[src/rtl/uart_pkg.sv]
// Shared UART definitions: FSM encodings, oversampling default and stop-period presets.
// Used by both uart_tx and uart_rx.
package uart_pkg;

  localparam logic [1:0] ST_IDLE  = 2'd0;
  localparam logic [1:0] ST_START = 2'd1;
  localparam logic [1:0] ST_DATA  = 2'd2;
  localparam logic [1:0] ST_STOP  = 2'd3;

  localparam int OVERSAMPLE_DEF = 16;

  // Stop period length in ticks for 1, 1.5 and 2 stop bits at 16x oversampling.
  localparam int SB_TICK_1   = 16;
  localparam int SB_TICK_1P5 = 24;
  localparam int SB_TICK_2   = 32;

  function automatic int max2(input int a, input int b);
    return (a > b) ? a : b;
  endfunction

endpackage

[src/rtl/uart_tx.sv]
// UART transmitter: start bit, NB_DATA data bits LSB-first, stop period,
// paced by the shared oversampling tick. All outputs are registered.
module uart_tx
  import uart_pkg::*;
#(
  parameter int NB_DATA    = 8,
  parameter int OVERSAMPLE = OVERSAMPLE_DEF,
  parameter int SB_TICK    = SB_TICK_1
) (
  input  logic               i_clk,
  input  logic               i_rst_n,
  input  logic               i_tick,
  input  logic               i_tx_start,
  input  logic [NB_DATA-1:0] i_tx_data,
  output logic               o_tx,
  output logic               o_tx_busy,
  output logic               o_tx_done
);

  localparam int SW = max2(1, $clog2(max2(OVERSAMPLE, SB_TICK)));
  localparam int NW = max2(1, $clog2(NB_DATA));

  localparam logic [SW-1:0] OS_LAST = SW'(OVERSAMPLE - 1);
  localparam logic [SW-1:0] SB_LAST = SW'(SB_TICK - 1);
  localparam logic [NW-1:0] NB_LAST = NW'(NB_DATA - 1);

  logic [1:0]         state;
  logic [SW-1:0]      s_cnt;
  logic [NW-1:0]      n_cnt;
  logic [NB_DATA-1:0] b_reg;
  logic [NB_DATA-1:0] b_next;

  assign b_next = b_reg >> 1;

  // o_tx is registered together with the state so the line level always
  // matches the bit the FSM is currently timing.
  always_ff @(posedge i_clk or negedge i_rst_n) begin
    if (!i_rst_n) begin
      state     <= ST_IDLE;
      s_cnt     <= '0;
      n_cnt     <= '0;
      b_reg     <= '0;
      o_tx      <= 1'b1;
      o_tx_busy <= 1'b0;
      o_tx_done <= 1'b0;
    end else begin
      o_tx_done <= 1'b0;
      case (state)
        ST_IDLE: begin
          o_tx <= 1'b1;
          if (i_tx_start) begin
            b_reg     <= i_tx_data;
            s_cnt     <= '0;
            state     <= ST_START;
            o_tx      <= 1'b0;
            o_tx_busy <= 1'b1;
          end
        end
        ST_START: begin
          if (i_tick) begin
            if (s_cnt == OS_LAST) begin
              s_cnt <= '0;
              n_cnt <= '0;
              state <= ST_DATA;
              o_tx  <= b_reg[0];
            end else begin
              s_cnt <= s_cnt + SW'(1);
            end
          end
        end
        ST_DATA: begin
          if (i_tick) begin
            if (s_cnt == OS_LAST) begin
              s_cnt <= '0;
              b_reg <= b_next;
              if (n_cnt == NB_LAST) begin
                state <= ST_STOP;
                o_tx  <= 1'b1;
              end else begin
                n_cnt <= n_cnt + NW'(1);
                o_tx  <= b_next[0];
              end
            end else begin
              s_cnt <= s_cnt + SW'(1);
            end
          end
        end
        default: begin
          o_tx <= 1'b1;
          if (i_tick) begin
            if (s_cnt == SB_LAST) begin
              s_cnt     <= '0;
              state     <= ST_IDLE;
              o_tx_busy <= 1'b0;
              o_tx_done <= 1'b1;
            end else begin
              s_cnt <= s_cnt + SW'(1);
            end
          end
        end
      endcase
    end
  end

endmodule

[config.mk]
export PLATFORM = sky130hd
export DESIGN_NAME = uart_tx
export DESIGN_NICKNAME = d
export VERILOG_FILES = /design/src/rtl/uart_pkg.sv /design/src/rtl/uart_tx.sv
export SDC_FILE = /design/constraint.sdc
export NUM_CORES = 1
export LEC_CHECK = 0
export BUFFER_PORTS_ARGS = -buffer_cell sky130_fd_sc_hd__buf_2
export CORE_MARGIN = 2
export CORE_UTILIZATION = 35
export CTS_BUF_LIST = sky130_fd_sc_hd__clkbuf_16
export DETAILED_ROUTE_END_ITERATION = 8
export PLACE_DENSITY = 0.58
export SYNTH_ARGS = -nofsm -noshare
export SYNTH_HDL_FRONTEND = slang
export SYNTH_SLANG_ARGS = --single-unit
[constraint.sdc]
create_clock -name i_clk -period 1.5 [get_ports i_clk]
set_input_delay 0.3 -clock i_clk [delete_from_list [all_inputs] [get_ports i_clk]]
set_output_delay 0.3 -clock i_clk [all_outputs]
set_load 0.05 [all_outputs]
==> impl_results.md <==
* Register-to-Register Setup Slack at -0.009 ns
* Pleak at 0.770 nW
* Max-Cap Viols at 0
* Crit share post-route at 101%
* Largest net degree at the start of global routing at 21
* R2R cell count at 6
* Slew Viols, Final at 0
* Crit Reg-Reg Endpoint: b_reg[0]$_DFFE_PN0P_
* Final Hold Vio Count at 19
* Fin Setup TNS at -0.00930 ns
* Final setup fails at 1
* Crit path DAT at 1.64 ns
* WP data required at 1.63 ns
* Period minus WS final at 1.51 ns
* Worst Setup Start Kind: flip-flop
* Num CTS Buffers at 3
* Combinational Power Share at 37.0%
* Synthesized instance count at 113
* Initial antenna violation count at 0
* Area Overhead vs Synth at 48.4%
* Cts hold-fix bufs at 0
* Initial Util at 37.2%
* Hold_ws at -0.00790 ns
* DRT antenna net count at 0
* Die Height at 61.2 um
* Buf/Inv on CP at 1
* Final #Nets at 176
* Vias in the first global route at 927
* Core area at 3080 um^2
* Peak supply drop at 0.000919 V
* Synthesized area at 1140 um^2
* Layout Cells excl Fill at 199
* Int Power at 1.54 mW
* # diodes at 0
* Area after DPL at 1400 um^2
* Clock power share at 23.7%
* Rows at 20
* Clk Latency, worst-skew pair at 0.25 ns
* Clk root buf: clkbuf_16
* CTS tree: built
* Slew @ Worst Pin at 0.453 ns
* Register area at 502 um^2
* Synth top area cells: dfrtp_1 (42%), ha_1 (8.8%), o22ai_1 (8.2%), a21oi_1 (3.9%), nand2_1 (3.0%)
* Layout cells sized above 1 at 49.0%
* Sw Ratio at 33.6%
* Final Core Density at 55.1%
* Sequential area share after synthesis at 43.9%
* Total grt overflow at 0
* Hold Path Class: in -> async
* Fmax at 0.663 GHz
* Synth warn at 0
* Area occupied by multi-input gates at 751 um^2
* Max reg flops at 8
* Max incr delay on CP at 0.39 ns
* RSZ-0062 raised after global routing: true
* Slew HR at 69.8%
* Area leader, netlist: dfrtp_1
* Critical path endpoint category: flip-flop
* Top Ports at 15
* Fillers at 283
* Total clock sinks at 20
* Critical path's slowest cell: dfrtp_1
* Residual DRC count at 0
* Htree depth at 1
* Syn_nets at 133
* Placed Cells at 186
* Die width at 61.2 um
* Seq pwr share at 39.4%
* # port buffers at 14
* PwrDens at 1370 nW/um^2
* Yosys cell types at 40
* Avg WL per Cell at 15.8 um
* Dpl hpwl at 1890 um
* Clk_skew at 0.00256 ns
* Syn avg cell area at 10.1 um^2
* First-pass GRT wire length at 4350 um
* Cell family with the largest share of critical-path delay: simple AND/OR/NAND/NOR gates
* Final worst slack at -0.00930 ns
* Vias post-DR at 1034
* Tot Pwr at 2.33 mW
* Drt pass-1 iters at 3
* CTS clock-pin slew for the worst setup and hold paths at 0.06 ns
* Final Instance Area at 1700 um^2
* CP cell instances: ha_4 -> buf_4 -> and4_4 -> nand2_8 -> o22ai_2 -> a21oi_1
* Status: finished, violations left
* Switching power at 782 uW
* Failing checks: negative hold slack, negative setup slack
* RR Startpoint: s_cnt[0]$_DFFE_PN0N_
* Die Footprint at 3740 um^2
* WS Path Type: reg -> reg
* WL final at 3140 um
* Placer's final routability congestion estimate at 0.846
* Place WS at -0.0572 ns
* Gr usage total at 15.9%
* CP max FO at 7
* DR vias/cell at 5.20
* Initial drt markers at 43
* Clock Path Buffers at 2
* Synth top area share at 41.6%
* Synthesized flop and latch total at 20
==> power by group through the flow <==
stage / combinational [mW] / clock [mW] / sequential (mW)
floorplan: 0.391 / 0 / 0.887
global placement: 0.638 / 0 / 0.851
detailed placement: 0.658 / 0 / 0.858
CTS: 0.687 / 0.557 / 0.861
global route: 0.945 / 0.587 / 0.942
finish: 0.860 / 0.550 / 0.915
==> worst max-delay path by stage <==
stage	slack [ns]	startpoint	cells past startpoint	to
after global placement	-0.04	state[1]$_DFFE_PN0P_	6	b_reg[6]$_DFFE_PN0P_
after detailed placement	-0.06	state[1]$_DFFE_PN0P_	6	b_reg[6]$_DFFE_PN0P_
after CTS	0.002	s_cnt[0]$_DFFE_PN0N_	6	b_reg[0]$_DFFE_PN0P_
final	-0.009	s_cnt[0]$_DFFE_PN0N_	6	b_reg[0]$_DFFE_PN0P_
after global routing	-0.07	state[1]$_DFFE_PN0P_	6	o_tx$_DFFE_PN1P_
after floorplan	0.0005	state[0]$_DFFE_PN0P_	6	state[1]$_DFFE_PN0P_
==> synthesized netlist by cell type, drive strengths merged <==
cell type,number
a22o,3
clkbuf,1
mux2i,2
ha,8
a31o,1
a21oi,9
a21o,1
dfstp,1
nand2,10
mux2,3
nand3,2
or2,1
a31oi,1
nor2,1
nor3,1
nand4,1
and2b,1
nor2b,1
o2bb2ai,1
o21bai,2
and4,1
nand2b,2
a211oi,1
and2,1
buf,5
o21ai,11
dfrtp,19
o22ai,15
inv,3
o21a,1
o31ai,1
and3,2
==> layout by cell type (no fill, tap or decap), types with 2 or more instances in the layout <==
cell type / count
dfrtp_1: 19
inv_2: 2
inv_1: 2
clkbuf_16: 3
o21bai_1: 2
nand3_1: 2
ha_4: 3
o22ai_2: 5
buf_4: 26
mux2_4: 2
buf_2: 14
ha_2: 2
a21oi_2: 2
nand2_1: 9
o21ai_0: 5
a22o_1: 3
o22ai_1: 9
buf_6: 3
o21ai_2: 2
ha_1: 3
o21ai_1: 3
a21oi_1: 7
mux2i_1: 2
==> layout make-up <==
type	count	share of cell area, %
multi-input combinational	85	44.2
tap	44	3.24
timing repair buffer	43	17.6
sequential	20	29.6
clock inverter	1	0.221
inverter	3	0.664
clock buffer	3	4.42
==> logic make-up after synthesis <==
| kind of cell | after synthesis | share of synthesized area [%] |
|---|---|---|
| AO/OA/AOI/OAI | 47 | 25.9 |
| buffers and inverters | 9 | 4.16 |
| adder cells (fa/ha/maj) | 8 | 8.75 |
| flip-flops | 20 | 43.9 |
| AND/OR/NAND/NOR | 24 | 12.6 |
| multiplexers | 5 | 4.70 |
==> repair_timing <==
action,4_1_cts,5_1_grt
setup buffers,3,5
gates cloned,0,1
pin swaps,3,11
gates resized for setup,6,21
setup endpoints to repair,9,14
==> layer usage <==
layer | global-route usage [%] | wire length, um | vias to the layer above
met5 | 0 | 0 | -
met4 | 2.80 | 9 | 0
met3 | 4.20 | 72 | 2
met2 | 28.3 | 1730 | 9
met1 | 19.5 | 1330 | 510
li1 | - | - | 513
No activity file was read; power rests on OpenSTA's default activity.
